**config.mk**
```make
export PLATFORM = sky130hd
export DESIGN_NAME = modulo_counter
export DESIGN_NICKNAME = d
export VERILOG_FILES = /design/src/rtl/counter_pkg.sv /design/src/rtl/modulo_counter.sv
export SDC_FILE = /design/constraint.sdc
export NUM_CORES = 1
export LEC_CHECK = 0
export CAP_MARGIN = 10
export CORE_MARGIN = 3
export CORE_UTILIZATION = 50
export DETAILED_ROUTE_END_ITERATION = 10
export PLACE_DENSITY = 0.81
export SLEW_MARGIN = 20
export SYNTH_ARGS = -nofsm -noshare
export SYNTH_HDL_FRONTEND = slang
export SYNTH_SLANG_ARGS = --single-unit
export TNS_END_PERCENT = 50
```
**constraint.sdc**
```tcl
create_clock -name clock -period 2.65 [get_ports clock]
set_input_delay 0.53 -clock clock [delete_from_list [all_inputs] [get_ports clock]]
set_output_delay 0.53 -clock clock [all_outputs]
set_load 0.005 [all_outputs]
```
**src/rtl/counter_pkg.sv**
```systemverilog
// Shared encodings for the programmable-modulo counter.
//   mode_t  : operating mode as presented on the 2-bit mode input
//             (encoding 3 is reserved and behaves as MODE_WRAP)
//   state_t : one-shot run FSM state
package counter_pkg;

  typedef enum logic [1:0] {
    MODE_WRAP    = 2'd0,
    MODE_SAT     = 2'd1,
    MODE_ONESHOT = 2'd2
  } mode_t;

  typedef enum logic [1:0] {
    ST_IDLE = 2'd0,
    ST_RUN  = 2'd1,
    ST_DONE = 2'd2
  } state_t;

endpackage

```
**src/rtl/modulo_counter.sv**
```systemverilog
// Programmable-modulo up/down counter with synchronous load and three modes:
// wrap, saturate and one-shot. Used as a timebase / event counter.
//
// Ports:
//   clock    in   1     sole clock, all state changes on posedge
//   reset    in   1     asynchronous active-high reset
//   enable   in   1     take one count step this cycle
//   up       in   1     1 = count up, 0 = count down
//   mode     in   2     0 wrap, 1 saturate, 2 one-shot, 3 behaves as wrap
//   limit    in   Size  terminal value, count range is 0..limit
//   load     in   1     synchronous load of load_val (highest priority)
//   load_val in   Size  value loaded when load=1
//   start    in   1     one-shot: arm and begin (or restart) a run
//   clr_ovf  in   1     clear sticky overflow (a same-edge set wins)
//   count    out  Size  registered count
//   tc       out  1     one-cycle terminal-count pulse
//   overflow out  1     sticky wrap/clamp flag (wrap and saturate modes)
//   busy     out  1     one-shot run in progress
//   done     out  1     one-shot run finished
//
// Handshake: there is none; every input is a plain level sampled at each
// posedge, and every output is a register updated by that same edge.
module modulo_counter
  import counter_pkg::*;
#(
  parameter int Size     = 5,
  parameter int ResetVal = 0
) (
  input  logic            clock,
  input  logic            reset,
  input  logic            enable,
  input  logic            up,
  input  logic [1:0]      mode,
  input  logic [Size-1:0] limit,
  input  logic            load,
  input  logic [Size-1:0] load_val,
  input  logic            start,
  input  logic            clr_ovf,
  output logic [Size-1:0] count,
  output logic            tc,
  output logic            overflow,
  output logic            busy,
  output logic            done
);

  state_t          state, state_d;
  logic [Size-1:0] count_d;
  logic            tc_d;
  logic            ovf_d;

  logic            oneshot;
  logic            saturating;
  logic            launch;
  logic            step;
  logic            up_term;
  logic            dn_term;
  logic            term_evt;
  logic            finish;

  // Step qualification shared by the count path and the FSM.
  always_comb begin
    oneshot    = (mode == MODE_ONESHOT);
    saturating = (mode == MODE_SAT) || oneshot;
    launch     = oneshot && start && !load;
    // In one-shot mode the counter only moves while a run is active;
    // idle and finished runs ignore enable.
    step       = enable && !load && !launch && (!oneshot || state == ST_RUN);
    up_term    = (count >= limit);
    dn_term    = (count == '0);
    term_evt   = step && (up ? up_term : dn_term);
    // A run finishes on the step that lands on the terminal value, or on a
    // step taken while already at/beyond it (e.g. after a load).
    finish     = oneshot && step &&
                 (up ? (up_term || (Size'(count + 1'b1) == limit))
                     : (dn_term || (count == Size'(1))));
  end

  // Next count, terminal pulse and sticky overflow.
  always_comb begin
    count_d = count;
    tc_d    = 1'b0;
    ovf_d   = clr_ovf ? 1'b0 : overflow;
    if (load) begin
      count_d = load_val;
    end else if (launch) begin
      count_d = up ? '0 : limit;
    end else if (step) begin
      if (up) begin
        if (up_term) count_d = saturating ? limit : '0;
        else         count_d = count + 1'b1;
      end else begin
        if (dn_term) count_d = saturating ? '0 : limit;
        else         count_d = count - 1'b1;
      end
    end
    tc_d = oneshot ? finish : term_evt;
    // Set dominates clear; one-shot clamps are reported via done, not here.
    if (term_evt && !oneshot) ovf_d = 1'b1;
  end

  // One-shot run FSM. Leaving one-shot mode forces IDLE; entering it from
  // another mode finds the FSM already idle.
  always_comb begin
    state_d = state;
    if (!oneshot) begin
      state_d = ST_IDLE;
    end else if (launch) begin
      state_d = ST_RUN;
    end else if (state == ST_RUN && finish) begin
      state_d = ST_DONE;
    end
  end

  always_ff @(posedge clock or posedge reset) begin
    if (reset) begin
      state    <= ST_IDLE;
      count    <= Size'(ResetVal);
      tc       <= 1'b0;
      overflow <= 1'b0;
      busy     <= 1'b0;
      done     <= 1'b0;
    end else begin
      state    <= state_d;
      count    <= count_d;
      tc       <= tc_d;
      overflow <= ovf_d;
      busy     <= (state_d == ST_RUN);
      done     <= (state_d == ST_DONE);
    end
  end

endmodule
```
; Word level (Yosys, flattened, before mapping)
; Cells that the tools add are included.
[totals]
register_bits = 11
out_inout_bits = 9
in_bits = 19
[classes]
n_reduce_logical = 20
order_cmp = 1
muxes = 17
n_addsub = 2
eq_ne = 7
[op_table]
columns = operator, n
row1 = $mux 5, 9
row2 = $logic_and 1x1->1, 10
row3 = $eq 2x1->1 const B, 3
row4 = $mux 2, 3
row5 = $add 5x1->5 const B, 1
row6 = $eq 5x1->1 const B, 1
row7 = $eq 5x5->1, 1
row8 = $ge 5x5->1, 1
row9 = $logic_not 5->1, 1
row10 = $mux 1, 5
row11 = $sub 5x1->5 const B, 1
row12 = $eq 2x2->1 const B, 2
row13 = $logic_or 1x1->1, 4
row14 = $logic_not 1->1, 3
row15 = $reduce_bool 3->1, 1
row16 = $reduce_bool 2->1, 1

; Logic depth before layout (Yosys ltp)
; Gate-level depths: netlist (run 1).
[depth]
ltp_word = 13
depth_mapped = 7
depth_no_buf = 7

; Worst setup path after synthesis (run 1)
; No wires, ideal clock.
[synth_timing]
path_type = register -> register
start = reg count[0]
end = reg count[1]
path_buffers = 0
arrival_time_ps = 1943
required_ps = 2556
synth_period_minus_slack_ps = 2037
setup_slack_ps = 613
path_stages_with_launch = 8
cell_sequence = dfrtp_1 > inv_1 > ha_1 > nand2b_1 > a21oi_2 > o41ai_1 > a221oi_1 > a211oi_1
[synth_via]
elab_chain_len = 6
[synth_rtl]
columns = element, line_no
row1 = start: declaration, modulo_counter.sv:39  ; output logic [Size-1:0] count,
row2 = start signal: assignment, modulo_counter.sv:117  ; count <= Size'(ResetVal);
row3 = start signal: assignment, modulo_counter.sv:124  ; count <= count_d;
row4 = $sub 5x1->5 (tied with other cells), modulo_counter.sv:93  ; else count_d = count - 1'b1;
row5 = "$mux 5, on equally long branches", "modulo_counter.sv:92, modulo_counter.sv:89"
row6 = $mux 5 *, modulo_counter.sv:88  ; if (up) begin
row7 = $mux 5 *, modulo_counter.sv:87  ; end else if (step) begin
row8 = $mux 5 *, modulo_counter.sv:85  ; end else if (launch) begin
row9 = $mux 5 *, modulo_counter.sv:83  ; if (load) begin
; Mark *: on every way between the ends. The rest lies on a longest branch, timed or not. The select of a mux whose other input is x is not followed.
; A chain may end at the register's enable or synchronous reset.

; Worst setup path in the final report (run 1)
[layout_timing]
start = in limit[3]
end = reg count[1]
[layout_via]
elab_chain_len = 6
[layout_rtl]
columns = element, line_no
row1 = start: declaration, modulo_counter.sv:34  ; input logic [Size-1:0] limit,
row2 = $ge 5x5->1, modulo_counter.sv:68  ; up_term = (count >= limit);
row3 = $mux 5, modulo_counter.sv:89  ; if (up_term) count_d = saturating ? limit : '0;
row4 = $mux 5, modulo_counter.sv:88
row5 = $mux 5, modulo_counter.sv:87
row6 = $mux 5, modulo_counter.sv:85
row7 = $mux 5, modulo_counter.sv:83
; No other way between the ends. The select of a mux whose other input is x is not followed.

==> impl_metrics.ini, run 1 <==
[finish]
antenna_cells = 0
utilization_pct = 69.9
drive_gt1_share_pct = 12.0
final_area_um2 = 1560
final_nets = 205
area_growth_pct = 30.5

[clock_tree]
clock_sinks = 11
cts_setup_buffers = 0
htree_levels = 1
ctsResizeCount = 0
cts_buffers = 3
cts_tree = yes
clk_latency_ns = 0.27
cts_max_path_buffers = 2
cts_hold_buf = 0
root_buffer = clkbuf_4
path_clk_slew_ns = 0.08

[logic_synthesis]
synth_area_per_cell_um2 = 8.48
syn_nets = 170
synth_compound_area_share_pct = 31.3
synth-seq-cells = 11
synthXorXnorAreaFrac_pct = 7.53
synth-main-ff-cell = dfrtp_1
ys_types = 45
synth_top_family_by_area = compound AO/OA/AOI/OAI gates
ys_seq_area_share_pct = 23.0
netlist_area_um2 = 1200
ys_async_sr_fraction_pct = 100
yosys_warnings = 0
synthMuxAreaShare_pct = 0.837
synth_edf_count = 0
synthAdderAreaFrac_pct = 10.5
yosys.area_share.simple_pct = 18.7
netlist_instances = 141

[global_route]
antenna_found_initial = 0
overflow = 0
grt_max_degree = 18
grt_pass1_wl_um = 5330
grt_pass1_vias = 1237
track_usage_pct = 24.9

[drt]
routed_wl_um = 3380
vias = 1234
viasPerCell = 6.08
drtPass1Iterations = 4
wl_per_cell_um = 16.7
postRouteAntennaNets = 0
drtIter0Drc = 46
drc = 0

[setup_path]
critPathSlowestCell = clkdlybuf4s50_1
crit_type = in -> reg
cp-end-kind = flop
cp_max_fo = 5
arrival_ns = 2.60
critPathRequiredTime_ns = 2.80
critPathTopFamily = compound AO/OA/AOI/OAI gates
path_buf_inv = 2
critPathMaxStageDelay_ns = 0.52
crit_chain = clkdlybuf4s50_1 -> inv_1 -> ha_1 -> a21o_1 -> a41oi_1 -> o41ai_2 -> a221oi_1 -> a211oi_1
cp-start-kind = primary input

[placed_design]
post-place-ws_ns = -0.162
placed_cell_area_um2 = 1530
io_buffers = 27
gp_congestion = 0.981
hpwl_um = 2700

[power_and_ir_drop]
leakagePower_nw = 0.683
ir_worst_vdd_mv = 0.371
finalPower_uw = 688
power_density_nw_per_um2 = 441

[die]
die-width_um = 54.9
die_h_um = 54.9
fp.coreArea_um2 = 2230
rows = 17
die-area_um2 = 3020
start_util_pct = 53.6
io_pins = 28

[timing]
worst_clock_skew_ns = 0.000896
setup_viol = 0
slew_violations = 0
fin_crit_ns = 2.45
setup_slack_ns = 0.201
period_share_pct = 92.4
hold_viol_final = 0
tightestPinTransition_ns = 0.527
maxSlewHeadroom_pct = 64.5
max_freq_mhz = 408
rsz0062_at_grt = no

[flow_run]
maxCapViolations = 0

[outcome]
status = finished clean

[min_path]
hold_path.class = reg -> reg
## layer usage
metal | global-route usage [%] | up-vias | share of wire (%)
li1 | - | 592 | -
met1 | 31.1 | 579 | 43
met2 | 44.1 | 57 | 49
met3 | 3.22 | 6 | 6.7
met4 | 8.10 | 0 | 1.3
met5 | 0 | - | 0
## area by class of cell
class	instances	area [um^2]
inverter	15	56.3
clock buffer	4	26.3
multi-input combinational	109	831
timing repair buffer	36	338
fill	193	672
sequential	11	275
tap	28	35.0
## flip-flops by register name, indices dropped and copies added (netlist names)
name	count
done	1
state	2
count	5
tc	1
busy	1
overflow	1
## kinds of logic after synthesis
kind of cell	after synthesis
muxes	1
DFF	11
AOI/OAI and AO/OA	49
adders and majority gates	10
buffers and inverters	21
xor gates and xnor gates	7
and+or+nand+nor	42
## metrics by stage
stage	std cells	setup TNS (ns)	hold WS [ns]
after global routing	203	0	0.581
after detailed placement	199	-0.424	0.555
after CTS	203	0	0.564
after global placement	199	-0.369	0.526
after floorplan	141	0	0.382
final	203	0	0.555
## layout by cell type (no fill, tap or decap), types with 2 or more instances in the layout
cell / count
dfrtp_1: 11
o22ai_1: 3
ha_1: 10
a221oi_1: 7
o21ai_0: 10
inv_1: 15
nand2b_1: 4
a211oi_1: 2
nor2_1: 8
o21a_1: 2
nor3_1: 6
nand2_1: 11
nand3_1: 5
buf_4: 9
clkbuf_4: 3
and2_1: 2
xor2_1: 2
clkdlybuf4s50_1: 27
a21oi_1: 9
xnor2_1: 3
## final timing paths
path / slack [ns] / startpoint / depth (start not counted) / to
worst min register to register: 0.55 / overflow / 2 / overflow
worst max register to register: 0.45 / count[0] / 7 / count[1]
max in group asynchronous: 1.78 / reset / 2 / state[0]
worst max-delay path: 0.20 / limit[3] / 8 / count[1]
min in group asynchronous: 0.56 / reset / 2 / overflow
worst min-delay path: 0.55 / overflow / 2 / overflow
## report_power, final
group,internal (mW),switching (mW),total (mW)
logic,0.176,0.169,0.344
registers,0.184,0.0391,0.223
clock network,0.0583,0.0626,0.121
total,0.418,0.270,0.688
## cell usage after synthesis, types with 2 or more instances
cell,count,area (um^2)
a211oi_1,2,15.0
a21oi_1,9,45.0
a221oi_1,7,61.3
and2_1,2,12.5
buf_2,3,15.0
buf_6,2,22.5
dfrtp_1,11,275
ha_1,10,125
inv_1,15,56.3
nand2_1,11,41.3
nand2b_1,4,25.0
nand3_1,5,25.0
nor2_1,8,30.0
nor3_1,6,30.0
o21a_1,2,15.0
o21ai_0,10,50.1
o22ai_1,3,18.8
xnor2_1,3,26.3
xor2_1,2,17.5
## worst register-to-register path: cells and delay by family, from the launching register on
family          cells  cell delay (ns)
compound gates      4             1.06
fa+ha+maj           1             0.33
buf+inv             1             0.16
flops               1             0.44
simple gates        1             0.12
Note: power is estimated with default switching activity, not from simulation.
==> run 2: changes to the inputs <==
- CORE_UTILIZATION: 50 -> 34
- PLACE_DENSITY: 0.81 -> 0.59
- SKIP_CTS_REPAIR_TIMING: unset -> 1
==> run 2 against run 1 <==
Power grew 0.36%. Clock skew is 0.0049 ns higher. Worst hold slack got worse by 0.013 ns. Largest cell class unchanged. Die area grew 41%. Cell area grew 2.2%. Count of clock-buffer cells in the layout did not move.
==> impl_metrics.ini, run 2 (synthesis gave the netlist of run 1 again) <==
[outcome]
status = finished clean

[setup_path]
path_depth = 8
arrival_ns = 2.45
ff2ff_setup_slack_ns = 0.45
critPathTopFamily = compound AO/OA/AOI/OAI gates
cp_max_fo = 5
crit_path_start = limit[3]
critPathMaxStageDelay_ns = 0.48
crit_type = in -> reg
critPathRequiredTime_ns = 2.81
cp-start-kind = primary input
crit_chain = clkdlybuf4s50_1 -> inv_1 -> ha_1 -> a21o_1 -> a41oi_1 -> o41ai_2 -> a221oi_1 -> a211oi_1
path_buf_inv = 2
r2r-start = count[0]
worstReg2RegEnd = count[1]
cp-end-kind = flop
critPathSlowestCell = clkdlybuf4s50_1
reg2regPathDepth = 7

[clock_tree]
cts_max_path_buffers = 2
path_clk_slew_ns = 0.08
clk_latency_ns = 0.28
cts_buffers = 3
clock_sinks = 11
cts_tree = yes
root_buffer = clkbuf_4
htree_levels = 1

[min_path]
min_to = overflow
min_from = overflow
hold_path.class = reg -> reg
worstHoldPathCells = 2

[drt]
drc = 0
drtIter0Drc = 120
postRouteAntennaNets = 0
wl_per_cell_um = 15.8
vias = 1224
viasPerCell = 5.54
drtPass1Iterations = 4
routed_wl_um = 3490

[die]
die_h_um = 65.3
rows = 20
start_util_pct = 37.3
die-width_um = 65.3
fp.coreArea_um2 = 3200
die-area_um2 = 4270
io_pins = 28

[finish]
final_area_um2 = 1600
final_cell_mix = clkdlybuf4s50_1 (27), inv_1 (15), nand2_1 (11), dfrtp_1 (11), buf_4 (11)
mostFrequentLayoutCell = clkdlybuf4s50_1
final_nets = 207
largest_reg_flops = 5
utilization_pct = 49.8
n_fill_cell = 337
drive_gt1_share_pct = 13.0
area_growth_pct = 33.5
regArea_um2 = 275
antenna_cells = 0
multiInputGateArea_um2 = 831
regMostFlops = count
largestRegisters = count (5), state (2)

[timing]
worst_clock_skew_ns = 0.00576
maxSlewHeadroom_pct = 65.5
max_freq_mhz = 437
slew_violations = 0
holdWs_ns = 0.542
hold_viol_final = 0
rsz0062_at_grt = no
tightestPinTransition_ns = 0.511
setup_viol = 0
fin_crit_ns = 2.29
period_share_pct = 86.4

[placed_design]
placed_cell_area_um2 = 1560
io_buffers = 27
hpwl_um = 2730
gp_congestion = 1.00

[power_and_ir_drop]
power_density_nw_per_um2 = 433
ir_worst_vdd_mv = 0.215
leakagePower_nw = 0.693
finalPower_uw = 691

[global_route]
grt_max_degree = 18
grt_pass1_vias = 1242
grt_pass1_wl_um = 5970
grtUsageMet1_pct = 25.4
met2_usage_pct = 28.2
antenna_found_initial = 0
track_usage_pct = 18.2
met3_usage_pct = 2.39
overflow = 0
grt_busiest_layer = met2

[flow_run]
maxCapViolations = 0
==> run 2: area by class of cell <==
type | count | area share [%]
Inverter | 15 | 3.53
Sequential cell | 11 | 17.2
Tap cell | 44 | 3.45
Multi-Input combinational cell | 109 | 52.0
Clock buffer | 4 | 1.65
Timing Repair Buffer | 38 | 22.1
==> run 2: worst reg2reg max path, delay by kind of cell (launching register included) <==
family | cells | cell delay [ns]
AOI/OAI and AO/OA | 3 | 0.71
adders and majority gates | 1 | 0.25
buffers and inverters | 1 | 0.21
DFF | 1 | 0.45
and+or+nand+nor | 2 | 0.51
==> run 2: worst max path at each step <==
stage,endpoint,slack [ns]
floorplan,count[1],0.61
global placement,count[1],-0.06
detailed placement,count[1],-0.1
CTS,count[1],0.15
global route,count[1],0.22
finish,count[1],0.36
==> run 2: report_power, final <==
part | switching [mW] | internal, mW
clock network | 0.0637 | 0.0584
registers | 0.0351 | 0.184
logic | 0.172 | 0.177
==> run 2: per-stage QoR <==
step / TNS [ns] / instances / setup slack [ns]
after floorplan: 0 / 141 / 0.613
after global placement: -0.130 / 217 / -0.0609
after detailed placement: -0.239 / 217 / -0.0987
after CTS: 0 / 221 / 0.153
after global routing: 0 / 221 / 0.220
final: 0 / 221 / 0.360
==> run 2: routing by layer <==
metal  up-vias  routed length (um)  part of all wire, %
li1        598                   -                    -
met1       580                1610                   46
met2        39                1630                   47
met3         7                 175                  5.0
met4         0                  75                  2.1
met5         -                   0                    0
==> run 3: changes to the inputs <==
--- a/constraint.sdc
+++ b/constraint.sdc
@@ -3,2 +3,2 @@
 set_output_delay 0.53 -clock clock [all_outputs]
-set_load 0.005 [all_outputs]
+set_load 0.1 [all_outputs]
==> run 3 against run 2 <==
Critical path depth is the same. Sequential share of layout area grew 0.40 points. Sequential cell count is the same. Non-clock buffer count shrank 1. Final cell count shrank 0.45%. Count of clock-buffer cells in the layout is the same. Critical path type unchanged.
==> impl_metrics.ini, run 3 (synthesis gave the netlist of run 1 again) <==
[timing]
holdWs_ns = 0.548
max_freq_mhz = 415
setup_slack_ns = 0.239
tightestPinTransition_ns = 0.509
hold_viol_final = 0
fin_crit_ns = 2.41
period_share_pct = 91.0
worst_clock_skew_ns = 0.000378
slew_violations = 0
rsz0062_at_grt = no
maxSlewHeadroom_pct = 65.7
setup_viol = 0

[finish]
largestRegisters = count (5), state (2)
largest_reg_flops = 5
final_cell_mix = buf_4 (19), clkdlybuf4s50_1 (18), inv_1 (15)
antenna_cells = 0
drive_gt1_share_pct = 18.2
regMostFlops = count
fin_cells = 220
final_nets = 206
area_growth_pct = 31.1
mostFrequentLayoutCell = buf_4

[drt]
wl_per_cell_um = 15.1
drtPass1Iterations = 4
viasPerCell = 5.54
postRouteAntennaNets = 0
vias = 1218
drtIter0Drc = 64
drc = 0
routed_wl_um = 3310

[global_route]
overflow = 0
grt_pass1_vias = 1171
grt_pass1_wl_um = 5410
track_usage_pct = 16.5
grt_max_degree = 18
antenna_found_initial = 0

[die]
start_util_pct = 37.3
die_h_um = 65.3
fp.coreArea_um2 = 3200
rows = 20
die-area_um2 = 4270
die-width_um = 65.3
io_pins = 28

[setup_path]
reg2regPathDepth = 6
r2r-start = count[3]
cp_max_fo = 5
worstReg2RegEnd = count[2]
critPathSlowestCell = clkdlybuf4s50_1
crit_chain = clkdlybuf4s50_1 -> inv_1 -> ha_1 -> a21o_1 -> a41oi_1 -> o41ai_2 -> a221oi_1 -> a211oi_1
arrival_ns = 2.56
critPathRequiredTime_ns = 2.80
cp-start-kind = primary input
cp-end-kind = flop
critPathMaxStageDelay_ns = 0.53
crit_type = in -> reg
ff2ff_setup_slack_ns = 0.42

[placed_design]
dpl.cell_count = 216
post-place-ws_ns = -0.150
gp_congestion = 0.909
hpwl_um = 2610
io_buffers = 27

[clock_tree]
path_clk_slew_ns = 0.08
htree_levels = 1
root_buffer = clkbuf_4
cts_tree = yes
clock_sinks = 11
cts_max_path_buffers = 2
clk_latency_ns = 0.27
cts_buffers = 3

[power_and_ir_drop]
leakagePower_nw = 0.700
finalPower_uw = 791
ir_worst_vdd_mv = 0.236
power_density_nw_per_um2 = 504

[outcome]
status = finished clean

[min_path]
min_to = overflow
worstHoldPathCells = 2
hold_path.class = reg -> reg
min_from = overflow

[flow_run]
maxCapViolations = 0
[run 3: changes by cell type in the layout (fill, tap and decap cells not counted)]
cell and change:
buf_4 +8, clkdlybuf4s50_1 -9, dfrtp_2 +1, dfrtp_1 -1
[run 3: layout make-up]
class                      instances  area [um^2]
timing repair buffer              37          323
tap                               44         55.1
multi-input combinational        109          831
sequential                        11          277
inverter                          15         56.3
clock buffer                       4         26.3
fill                             343         1640
[run 3: worst max path at each step]
| stage | start | end | slack, ns | cells past startpoint |
|---|---|---|---|---|
| after floorplan | count[1] | count[4] | 0.19 | 6 |
| after global placement | limit[3] | count[2] | -0.06 | 7 |
| after detailed placement | limit[3] | count[2] | -0.15 | 7 |
| after CTS | limit[3] | count[2] | 0.12 | 7 |
| after global routing | limit[3] | state[1] | 0.09 | 8 |
| final | limit[3] | count[2] | 0.24 | 8 |
[run 3: critical path, delay by kind of cell]
| family | cells | cell delay [ns] |
|---|---|---|
| compound gates | 5 | 1.09 |
| buf+inv | 2 | 0.62 |
| fa+ha+maj | 1 | 0.31 |
[run 3: report_power, final]
| part | switching [mW] | leakage, nW | internal, mW | total, mW |
|---|---|---|---|---|
| clock network | 0.0609 | 0.0150 | 0.0582 | 0.119 |
| logic | 0.274 | 0.543 | 0.168 | 0.442 |
| registers | 0.0455 | 0.142 | 0.184 | 0.229 |
[run 3: per-layer routing]
layer  GRT usage [%]  share of wire, %  vias up
met4            8.29               2.2        0
met3            2.74               7.3        6
li1                -                 -      594
met2            24.8                47       48
met5               0                 0        -
met1            22.5                43      570
[run 3: stage by stage]
step	utilization, %	setup TNS, ns	cell area (um^2)
6_report	48.9	0	1570
5_1_grt	48.9	0	1570
4_1_cts	48.7	0	1560
3_5_place_dp	47.9	-0.441	1530
3_3_place_gp	47.9	-0.102	1530
2_1_floorplan	-	0	1200
==> RTL change 1, RTL diff (settings of run 3) <==
Set the parameter `Size` to 6 (it was 5).
--- a/src/rtl/modulo_counter.sv
+++ b/src/rtl/modulo_counter.sv
@@ -23,7 +23,7 @@
 module modulo_counter
   import counter_pkg::*;
 #(
-  parameter int Size     = 5,
+  parameter int Size     = 6,
   parameter int ResetVal = 0
 ) (
   input  logic            clock,
Interface: changed (resized count, limit and load_val); port bits go from 28 to 31. The function was not compared with the original's and may differ.
==> RTL change 1 against run 3 <==
Cell count increased by 19%; register-to-register slack got worse by 30 ps; die area increased by 11%; first-iteration DRC count increased by 66%; clock power increased by 79%; sequential cell count increased by 1; clock skew increased by 9.3 ps; area after synthesis increased by 12%; power increased by 26%; worst setup slack got worse by 80 ps; final area increased by 17%; global-route usage increased by 3.0 points; wire length increased by 25%; critical path type unchanged.
==> RTL change 1: results (changes against run 3) <==
Global routing
  • Vias in the first global route: 1451 (was 1171)
  • Global-route wire length before repair: 6.90 mm (was 5.41 mm)

STA
  • Clock Skews: 9.70 ps (was 0.378 ps)
  • Highest clock rate: 0.402 GHz (was 0.415 GHz)
  • Hold Slack: 523 ps (was 548 ps)

Layout
  • Multi-input logic area: 952 µm² (was 831 µm²)
  • Layout area overhead: 36.2% (was 31.1%)
  • Fin cells: 262 (was 220)
  • Final #Nets: 247 (was 206)
  • Logic inverters: 12 (was 15)
  • Multi-Input Combinational: 138 (was 109)
  • Layout clock area frac: 3.01% (was 1.68%)
  • Biggest regs: count: 6 flops, state: 2 flops (was count: 5 flops, state: 2 flops)

Place
  • DP Area: 1760 µm² (was 1530 µm²)
  • Routability cong.: 0.917 (was 0.909)
  • PortBufs: 30 (was 27)
  • Place WS: -236 ps (was -150 ps)

Critical path
  • Worst path max stage delay: 480 ps (was 530 ps)
  • CP arrival: 2660 ps (was 2560 ps)
  • FF-to-FF setup slack: 390 ps (was 420 ps)

Yosys
  • Syn Nets: 203 (was 170)
  • Mux share of post-synthesis cell area: 0.745% (was 0.837%)
  • Top cell type's share of synthesized area: 22.3% (was 23.0%)
  • Library cells used by synthesis: 44 (was 45)
  • Sequential fraction of the synthesis area: 22.3% (was 23.0%)
  • Adder and majority gate portion of the synthesized area: 10.2% (was 10.5%)
  • Synth Area in Compound Gates: 27.2% (was 31.3%)
  • Synth top area cells: dfrtp_1 22%, ha_1 10%, a21oi_1 6.7%, nand2_1 5.3%, o21ai_0 4.1% (was dfrtp_1 23%, ha_1 10%, a221oi_1 5.1%, inv_1 4.7%, o21ai_0 4.2%)

Route
  • WL final: 4.15 mm (was 3.31 mm)
  • DR vias/cell: 5.62 (was 5.54)

Clock tree
  • Clock Tree Root: clkbuf_8 (was clkbuf_4)
  • Clock transition at path regs: 60 ps (was 80 ps)

Run status
  • Outcome: finished, final reports clean (unchanged)
==> RTL change 1: cell count changes in the layout (fill, tap and decap cells not counted), moves of 5 or more <==
cell     before  now
buf_4        19   28
dfrtp_2       1    6
nand2_1      11   19
a21oi_1       9   18
==> RTL change 1: power by group <==
group	switching, mW	internal [mW]
clock	0.0811	0.132
sequential	0.0486	0.205
combinational	0.329	0.204
==> RTL change 1: worst max-delay path: cells and delay by family <==
kind                       cells  cell delay [ps]
buffers and inverters          3              660
AOI/OAI and AO/OA              5              930
and+or+nand+nor                1              230
adders and majority gates      1              310
==> RTL change 1: final timing paths <==
path | endpoint | cells past startpoint
max in group asynchronous | count[2] | 2
min reg2reg | overflow | 2
max | count[1] | 10
min | overflow | 2
min in group asynchronous | tc | 2
max reg2reg | done | 7
==> RTL change 1: per-layer routing <==
metal / vias to the layer above / wire [µm] / track usage, %
li1: 709 / - / -
met1: 689 / 1820 / 28.1
met2: 69 / 1920 / 28.3
met3: 6 / 363 / 3.73
met4: 0 / 54 / 7.06
met5: - / 0 / 0
==> RTL change 2, RTL diff (flow settings as in run 3) <==
Without the edit above. Encoding of `state_t`: now one-hot (3 bits for 3 states).
--- a/src/rtl/counter_pkg.sv
+++ b/src/rtl/counter_pkg.sv
@@ -10,10 +10,10 @@
     MODE_ONESHOT = 2'd2
   } mode_t;
 
-  typedef enum logic [1:0] {
-    ST_IDLE = 2'd0,
-    ST_RUN  = 2'd1,
-    ST_DONE = 2'd2
+  typedef enum logic [2:0] {
+    ST_IDLE = 3'b001,
+    ST_RUN  = 3'b010,
+    ST_DONE = 3'b100
   } state_t;
 
 endpackage
Behaviour: same outputs for any inputs over 10 cycles, from zero or initial values and one cycle with reset high; not proved beyond that.
==> RTL change 2 against run 3 <==
Wire length is 12% higher; power up 11%; sequential cell count is 1 higher; final area up 7.4%; non-clock buffer count unchanged; area after synthesis increased by 7.9%; worst setup slack improved by 56 ps; synthesized cell count increased by 7.1%; critical path depth is the same; highest routed layer unchanged.
==> RTL change 2: results (changes against run 3) <==
Run status
  • Outcome: finished, final reports clean (unchanged)

Route
  • Met1 WL: 1.64 mm (was 1.43 mm)
  • WL final: 3.69 mm (was 3.31 mm)
  • Via count: 1322 (was 1218)
  • DR iter-0 viols: 108 (was 64)
  • DR vias/cell: 5.70 (was 5.54)
  • DR WL met2: 1.78 mm (was 1.56 mm)
  • WL met3: 212 µm (was 243 µm)

Layout
  • Non-clock buffer share of cell area: 19.2% (was 20.6%)
  • Biggest regs: count: 5 flops, state: 3 flops (was count: 5 flops, state: 2 flops)
  • Layout area overhead: 30.4% (was 31.1%)
  • Register area: 303 µm² (was 277 µm²)
  • Fillers: 355 (was 343)
  • Share of cells above drive strength 1: 18.8% (was 18.2%)
  • Final #Nets: 216 (was 206)
  • Layout clock area frac: 3.27% (was 1.68%)
  • Number of sequential cells: 12 (was 11)

Global routing
  • Met1 Use GR: 23.3% (was 22.5%)
  • All-Layer GR Usage: 17.2% (was 16.5%)
  • Largest net degree at the start of global routing: 13 (was 18)

Power
  • Clock power share: 24.2% (was 15.1%)
  • Combinational gate power: 0.426 mW (was 0.442 mW)
  • Switch Pwr: 0.383 mW (was 0.380 mW)

Yosys
  • Synth top area cells: dfrtp_1 21%, ha_1 9.7%, xnor2_1 5.4%, inv_1 4.1%, nand2_1 2.9% (was dfrtp_1 23%, ha_1 10%, a221oi_1 5.1%, inv_1 4.7%, o21ai_0 4.2%)
  • Library cells used by synthesis: 56 (was 45)
  • Sequential fraction of the synthesis area: 23.4% (was 23.0%)
  • Post-synth top cells: 14 x inv_1, 11 x dfrtp_1, 10 x ha_1, 10 x nand2_1, 8 x xnor2_1 (was 15 x inv_1, 11 x dfrtp_1, 11 x nand2_1)

Place
  • DP Area: 1630 µm² (was 1530 µm²)
  • Place WS: 67.4 ps (was -150 ps)

Clock tree
  • Clk_lat worst skew: 250 ps (was 270 ps)
  • Clock transition at path regs: 60 ps (was 80 ps)
  • Clock Tree Root: clkbuf_8 (was clkbuf_4)

STA
  • Max_slew headroom: 66.6% (was 65.7%)

Critical path
  • Crit-path max FO: 6 (was 5)
  • Worst path max stage delay: 480 ps (was 530 ps)
-- RTL change 2: cell count changes in the layout (fill, tap and decap cells not counted), sizes merged, moves of 3 or more --
cell / change
a221oi: -5
nand3: +3
nor2: -3
o21ai: -3
xnor2: +5
nor2b: +4
o211ai: +3
nor3b: +3
a21oi: -4
-- RTL change 2: worst paths after layout --
check,from,end,slack [ps],depth (start not counted)
min in group asynchronous,reset,count[4],600,2
max,limit[4],count[0],300,8
max in group asynchronous,reset,count[0],1690,2
max reg2reg,count[0],count[0],520,7
min,overflow,overflow,540,2
min reg2reg,overflow,overflow,540,2
-- RTL change 2: cell families after synthesis --
group           after synthesis  share of synthesized area (%)
flops                        12                           23.4
mux                           2                           1.55
fa+ha+maj                    10                           9.69
xor+xnor                      9                           6.10
compound gates               44                           26.7
simple gates                 54                           25.1
buf+inv                      20                           7.46
